`config.mk`:
```
export PLATFORM = sky130hd
export DESIGN_NAME = character_jump_controller
export DESIGN_NICKNAME = d
export VERILOG_FILES = /design/src/rtl/character_jump_controller.sv
export SDC_FILE = /design/constraint.sdc
export NUM_CORES = 1
export LEC_CHECK = 0
export ABC_AREA = 0
export CAP_MARGIN = 20
export CORE_ASPECT_RATIO = 0.75
export CORE_MARGIN = 1.5
export CORE_UTILIZATION = 48
export CTS_BUF_LIST = sky130_fd_sc_hd__clkbuf_16
export DETAILED_ROUTE_END_ITERATION = 8
export PLACE_DENSITY = 0.78
export REMOVE_ABC_BUFFERS = 1
export SKIP_CTS_REPAIR_TIMING = 1
export SYNTH_ARGS = -nofsm -noshare
export SYNTH_HDL_FRONTEND = slang
export SYNTH_SLANG_ARGS = --single-unit
```
`constraint.sdc`:
```
create_clock -name clock -period 3.35 [get_ports clock]
set_input_delay 0.67 -clock clock [delete_from_list [all_inputs] [get_ports clock]]
set_output_delay 0.67 -clock clock [all_outputs]
set_load 0.1 [all_outputs]
```
`src/rtl/character_jump_controller.sv`:
```
// character_jump_controller
//
// Frame-stepped jump/gravity sequencer for the player character in a
// 160x120 pixel space, where y grows downward. Motion advances only on
// frame ticks (enable). A jump request is a rising edge of the debounced
// jump button that is seen while the character is on the ground.
//
// Optional build macro:
//   VARIABLE_JUMP_EN - if jump is low on a rising tick, the upward motion is
//                      cut short and the character starts falling (short hop).
//
// Ports:
//   clock      in   system clock; all state changes on its rising edge
//   resetn     in   synchronous active-low reset
//   enable     in   frame tick, a one-cycle pulse per frame
//   jump       in   debounced jump button, active high, level
//   x_position out  [7:0] character x, constant CHAR_X
//   y_position out  [6:0] character y, registered
//   airborne   out  high while RISING or FALLING
//   landed     out  one-clock pulse after the landing step
//   dbg_state  out  [1:0] current FSM state (0 grounded, 1 rising, 2 falling)
//
// Handshake: there is no valid/ready pair. enable is a qualifier that is
// sampled on every rising clock edge, and the result of an enabled step
// shows on the outputs after that edge. No input reaches an output
// combinationally.
module character_jump_controller #(
  parameter logic [7:0] CHAR_X    = 8'd72,
  parameter logic [6:0] GROUND_Y  = 7'd60,
  parameter logic [6:0] CEILING_Y = 7'd0,
  parameter logic [3:0] JUMP_VEL  = 4'd6,
  parameter logic [3:0] GRAVITY   = 4'd1,
  parameter logic [3:0] MAX_FALL  = 4'd6
) (
  input  logic       clock,
  input  logic       resetn,
  input  logic       enable,
  input  logic       jump,
  output logic [7:0] x_position,
  output logic [6:0] y_position,
  output logic       airborne,
  output logic       landed,
  output logic [1:0] dbg_state
);

  typedef enum logic [1:0] {
    ST_GROUNDED = 2'd0,
    ST_RISING   = 2'd1,
    ST_FALLING  = 2'd2
  } state_e;

  state_e     state_q, state_d;
  logic [6:0] y_q, y_d;
  logic [3:0] speed_q, speed_d;
  logic       pending_q, pending_d;
  logic       jump_prev_q, jump_prev_d;
  logic       landed_q, landed_d;

  logic       jump_edge;
  logic [7:0] y_ext;
  logic [7:0] speed_ext;
  logic [7:0] ceil_lim;
  logic [6:0] rise_ny;
  logic [7:0] fall_sum;
  logic [7:0] fall_ns;
  logic [7:0] fall_ny;

  // All intermediate sums are 8 bits wide, so y cannot wrap past 0 or 127.
  always_comb begin
    jump_edge = jump & ~jump_prev_q;
    y_ext     = {1'b0, y_q};
    speed_ext = {4'b0000, speed_q};
    ceil_lim  = {1'b0, CEILING_Y} + speed_ext;
    // This value is used only when y >= CEILING_Y + speed, so it cannot underflow.
    rise_ny   = y_q - {3'b000, speed_q};
    fall_sum  = speed_ext + {4'b0000, GRAVITY};
    fall_ns   = (fall_sum > {4'b0000, MAX_FALL}) ? {4'b0000, MAX_FALL} : fall_sum;
    fall_ny   = y_ext + fall_ns;
  end

  always_comb begin
    state_d     = state_q;
    y_d         = y_q;
    speed_d     = speed_q;
    pending_d   = pending_q;
    landed_d    = 1'b0;
    jump_prev_d = jump;

    case (state_q)
      ST_GROUNDED: begin
        y_d = GROUND_Y;
        // An edge that arrives on the same cycle as enable launches at once.
        if (enable && (pending_q || jump_edge)) begin
          speed_d   = JUMP_VEL;
          state_d   = ST_RISING;
          pending_d = 1'b0;
        end else if (jump_edge) begin
          pending_d = 1'b1;
        end
      end

      ST_RISING: begin
        // Edges seen while airborne are discarded.
        pending_d = 1'b0;
        if (enable) begin
          if (y_ext < ceil_lim) begin
            y_d     = CEILING_Y;
            speed_d = 4'd0;
            state_d = ST_FALLING;
          end else begin
            y_d = rise_ny;
            if (speed_q <= GRAVITY) begin
              speed_d = 4'd0;
              state_d = ST_FALLING;
            end else begin
              speed_d = speed_q - GRAVITY;
            end
          end
`ifdef VARIABLE_JUMP_EN
          // Releasing the button cuts the rise. y has already taken this step.
          if (!jump) begin
            speed_d = 4'd0;
            state_d = ST_FALLING;
          end
`endif
        end
      end

      ST_FALLING: begin
        pending_d = 1'b0;
        if (enable) begin
          if (fall_ny >= {1'b0, GROUND_Y}) begin
            y_d      = GROUND_Y;
            speed_d  = 4'd0;
            state_d  = ST_GROUNDED;
            landed_d = 1'b1;
          end else begin
            y_d     = fall_ny[6:0];
            speed_d = fall_ns[3:0];
          end
        end
      end

      default: begin
        // An illegal encoding recovers to the ground without waiting for a tick.
        state_d   = ST_GROUNDED;
        y_d       = GROUND_Y;
        speed_d   = 4'd0;
        pending_d = 1'b0;
      end
    endcase
  end

  always_ff @(posedge clock) begin
    if (!resetn) begin
      state_q     <= ST_GROUNDED;
      y_q         <= GROUND_Y;
      speed_q     <= 4'd0;
      pending_q   <= 1'b0;
      jump_prev_q <= 1'b0;
      landed_q    <= 1'b0;
    end else begin
      state_q     <= state_d;
      y_q         <= y_d;
      speed_q     <= speed_d;
      pending_q   <= pending_d;
      jump_prev_q <= jump_prev_d;
      landed_q    <= landed_d;
    end
  end

  assign x_position = CHAR_X;
  assign y_position = y_q;
  assign airborne   = (state_q == ST_RISING) || (state_q == ST_FALLING);
  assign landed     = landed_q;
  assign dbg_state  = state_q;

endmodule

```
## Yosys cells after proc, flatten, opt, wreduce, memory -nomap -nowiden

Cells that the tools add are included.

- Register bits: 16
- Input port bits: 4
- Logic and storage cells: 55

- $add $sub $neg: 4
- Magnitude comparators: 4
- Equal/unequal tests: 7
- Muxes and demuxes: 21
- Bitwise gates (word level): 4
- Reductions and logical operators: 9

Operators by type and width:

| cell | number |
|---|---|
| 7-bit 2-to-1 mux | 4 |
| 4-bit 2-to-1 mux | 6 |
| 7-bit case mux with 2 select lines | 1 |
| 2-bit 2-to-1 mux | 6 |
| 4-bit case mux with 3 select lines | 1 |
| 7-bit by 5-bit adder with 8-bit output | 1 |
| 8-bit by 6-bit greater-or-equal comparator with 1-bit output (second input constant) | 1 |
| 2-bit != test (second input constant) | 4 |
| 7-bit by 4-bit < comparator with 1-bit output | 1 |
| 7-bit by 4-bit subtractor with 7-bit output | 1 |
| 2-bit case mux with 3 select lines | 1 |
| 3-bit AND reduction | 2 |
| 4-bit by 1-bit adder with 5-bit output (second input constant) | 1 |
| 5-bit by 3-bit > comparator with 1-bit output (second input constant) | 1 |
| 5-bit 2-to-1 mux | 1 |
| 5-bit AND reduction | 1 |
| 4-bit by 1-bit <= comparator with 1-bit output (second input constant) | 1 |
| 4-bit by 1-bit subtractor with 4-bit output (second input constant) | 1 |
| 3-bit != test (second input constant) | 1 |
| 1-bit NOT | 3 |
| 3-bit OR reduction | 1 |
| 2-bit by 1-bit == test with 1-bit output (second input constant) | 1 |
| 2-bit == test (second input constant) | 1 |
| 2-bit zero test | 1 |
| 5 further kinds | 6 |

## Depth between registers and ports, before layout

- Depth in word-level cells: 8
- Gate-level depth with buffers: 13
- Mapped depth without buffers: 13

## Least setup slack after synthesis

OpenSTA, ideal clock, no wires.

- Path type: flip-flop to flip-flop
- From: register speed_q[0]
- To: register state_q[1], in the netlist dbg_state[1]
- Library setup time: 0.120 ns
- Arrival: 3.213 ns
- Data required time: 3.230 ns
- Setup slack: 0.018 ns
- Stages on the path, launching flop included: 14
- Period minus slack after synthesis: 3.332 ns
- Cells stage by stage: dfxtp_1 -> inv_1 -> ha_1 -> nor3b_1 -> nor3_1 -> ha_1 -> inv_1 -> fa_1 -> nor2b_1 -> o31ai_1 -> or4_4 -> a221oi_4 -> nor2_2 -> o221a_2

- Longest elaborated chain between the ends: 7

Ends and longest elaborated chain:

| what | line | text |
|---|---|---|
| start: declaration | 54 | `logic [3:0] speed_q, speed_d;` |
| start signal: assignment | 165 | `speed_q <= speed_d;` |
| 4-bit by 1-bit adder with 5-bit output | 76 | `fall_sum = speed_ext + {4'b0000, GRAVITY};` |
| 5-bit by 3-bit > comparator with 1-bit output | 77 | `fall_ns = (fall_sum > {4'b0000, MAX_FALL}) ? {4'b0000, MAX_FALL} : fall_sum;` |
| 5-bit 2-to-1 mux | 77 |  |
| 7-bit by 5-bit adder with 8-bit output | 78 | `fall_ny = y_ext + fall_ns;` |
| 8-bit by 6-bit greater-or-equal comparator with 1-bit output | 132 | `if (fall_ny >= {1'b0, GROUND_Y}) begin` |
| 2-bit != test (no line) | - |  |
| 5-bit AND reduction (no line) | - |  |
| end signal: assignment | 163 | `state_q <= state_d;` |
| end: declaration | 52 | `state_e state_q, state_d;` |

Several ways; a longest one is shown, not always the timed one. The select of a mux whose other input is x is not followed.
A chain may end at the register's enable or synchronous reset.

## Worst setup path after layout

- From: register speed_q[1]
- To: register state_q[1], in the netlist dbg_state[1]

Same word-level chain as after synthesis.

==> metrics.md <==
| Metric | Value |
|---|---|
| Adder-Cell Fraction of Synth Area | `0.1630` |
| Vias | `1383` |
| Number of enable flip-flop cells after synthesis | `0` |
| Dpl hpwl | `2594 um` |
| Worst-path clk slew | `0.05 ns` |
| Post-DRT Antenna Nets | `0` |
| PwrDens | `slightly above 1000 mW/mm^2` |
| Compound-gate portion of the synthesized area | `0.2606` |
| Hold Vio Cnt, Final | `0` |
| Largest net degree at the start of global routing | `16` |
| # setup viols final | `0` |
| CP Class | `register to register` |
| Clk buf depth | `2` |
| Crit path arrival time | `between 3 and 4 ns` |
| Area leader, netlist | `dfxtp_1` |
| Fin crit share | `0.9610` |
| Outcome | `completed` |
| Synthesized area | `0.001474 mm^2` |
| Largest family of logic cells by synthesized area | `compound AO/OA/AOI/OAI gates` |
| Final WL | `between 3000 and 4000 um` |
| Static Leak | `0.0007187 uW` |
| Residual DRC count | `0` |
| DRT Pass-1 Iters | `4` |
| Hold Path Class | `register to register` |
| Die H | `50.99 um` |
| Area growth from synthesis to layout | `21.73%` |
| Crit path max fanout | `3` |
| Synth Area in XOR/XNOR | `0.03565` |
| Post-synthesis mux area share | `0.006791` |
| Max frequency | `310.6 MHz` |
| Share of layout cells above drive strength 1 | `0.1934` |
| Data required, critical path | `3.49 ns` |
| IO Port Bufs | `14` |
| # rows | `17` |
| Total track usage | `0.2135` |
| Die width | `66.99 um` |
| Post-synth top cells | `nor2_1 (17), dfxtp_1 (16), ha_1 (16), nand2_1 (15), inv_1 (14)` |
| IO Count | `23` |
| Core Area | `between 0.002 and 0.003 mm^2` |
| Async set-or-reset flop fraction in the synthesized netlist | `0` |
| Fin crit period | `3.219 ns` |
| Post-synth top flop | `dfxtp_1` |
| Count leader, synth | `nor2_1` |
| Iter 0 DRT Violations | `132` |
| Ant diodes | `0` |
| Startpoint Class | `register` |
| FF+latch count, synth | `16` |
| CTS Buf Count | `3` |
| Root Driver | `clkbuf_16` |
| Worst Skew | `0.002701 ns` |
| Post-route setup slack | `0.1306 ns` |
| First-pass GRT wire length | `about 5500 um` |
| Max Cap Viol | `0` |
| Register area share after synthesis | `0.2173` |
| Distinct cells, synth | `43` |
| Syn_area_per_cell | `7.882 um^2` |
| DR vias/cell | `between 5 and 6` |
| Clock Sinks | `16` |
| Slew @ Worst Pin | `0.9653 ns` |
| Critical path capture point type | `register` |
| Initial antenna violation count | `0` |
| Max VDD drop | `approximately 650 uV` |
| Simple-gate portion of the synthesized area | `0.2275` |
| CTS tree | `built` |
| GPL Wtd Cong | `0.8853` |
| Vias in the first global route | `1172` |
| Setup TNS | `0 ns` |
| Synth top area cells | `dfxtp_1 (22%), ha_1 (14%), o21ai_0 (4.4%)` |
| WL/cell | `around 14 um` |
| # H-tree levels | `1` |
| FF-to-FF setup slack | `0.13 ns` |
| Post-synthesis cell count | `187` |
| Initial Util | `0.5021` |
| Max-slew violation count | `0` |
| Pre-CTS setup slack | `-0.1124 ns` |
| Layout Nets | `approximately 240` |
| DIE AREA | `~0.0034 mm^2` |
| Gr ovfl total | `0` |
| Skew-Pair Late Insertion Delay | `0.25 ns` |
| Worst rel slew slack | `0.3545` |
| Share of the synthesized area in the top cell type | `0.2173` |
| Synth Warn # | `0` |
-- metal layers --
metal / GRT usage / share of wire / up-vias
li1: - / - / 707
met1: 0.3333 / 0.51 / 621
met2: 0.3017 / 0.42 / 52
met3: 0.03965 / 0.069 / 3
met4: 0.04082 / 0.0066 / 0
met5: 0 / 0 / -
-- critical path: stages (launching register included) --
cell      delay [ns]
dfxtp_2         0.34
inv_1           0.07
buf_4           0.15
ha_1            0.20
nor3b_1         0.26
nor3_2          0.09
ha_2            0.19
buf_4           0.13
a211oi_2        0.22
o21bai_1        0.15
or4_4           0.56
a221oi_4        0.32
buf_4           0.17
nor2_2          0.04
o221a_2         0.23
-- path summary, 6_finish.rpt --
kind	start	endpoint	cells after the start
worst max-delay path	speed_q[1]$_SDFFE_PN0P_	dbg_state[1]$_SDFFE_PN0P_	14
worst min-delay path	pending_q$_SDFFE_PP0P_	pending_q$_SDFFE_PP0P_	2
worst max register to register	speed_q[1]$_SDFFE_PN0P_	dbg_state[1]$_SDFFE_PN0P_	14
worst min register to register	pending_q$_SDFFE_PP0P_	pending_q$_SDFFE_PP0P_	2
-- cell families (layout without fill, tap and decap cells) --
| family | after synthesis | after routing |
|---|---|---|
| buffers and inverters | 25 | 42 |
| xor gates and xnor gates | 6 | 6 |
| AOI/OAI and AO/OA | 54 | 54 |
| and+or+nand+nor | 65 | 65 |
| other | 2 | 10 |
| adders and majority gates | 18 | 18 |
| DFF | 16 | 16 |
| muxes | 1 | 1 |
-- report_power, final --
part,switching (uW),internal (uW),total (uW),leakage (uW)
Combinational,844,444,1290,0.000550
Sequential,74.0,241,315,0.000132
Clock,78.0,157,235,0.0000370
-- per-stage QoR --
step	hold WS, ns	instances	power, uW	util	area [um^2]
after floorplan	0.4704	184	1282	-	1433
after global placement	0.4776	245	1538	0.5665	1663
after detailed placement	0.4913	245	1550	0.5665	1663
after CTS	0.4994	248	1795	0.5921	1738
after global routing	0.5402	250	1966	0.6113	1794
final	0.5062	250	1838	0.6113	1794
-- final cells by class --
| class | count | area [um^2] |
|---|---|---|
| Fill cell | 276 | 1141 |
| Multi-Input combinational cell | 154 | 1095 |
| Sequential cell | 16 | 322.8 |
| Timing Repair Buffer | 25 | 201.4 |
| Clock buffer | 3 | 75.07 |
| Inverter | 14 | 52.55 |
| Tap cell | 38 | 47.55 |
-- state kept, by name, summed over array words and instances (netlist names) --
name         cells
landed           1
dbg_state        2
speed_q          4
pending_q        1
jump_prev_q      1
y_position       7
-- cells in the final DEF, fill, tap and decap left out, drive strengths merged, types with 4 or more instances in the layout --
master / instances
buf: 21
nor2: 18
dfxtp: 16
ha: 16
nand2: 15
inv: 14
o21ai: 13
a21oi: 12
conb: 10
nor3: 7
o211ai: 6
nor2b: 6
o21a: 5
nand3: 4
clkdlybuf4s50: 4
xnor2: 4
(Power assumes the default switching activity.)
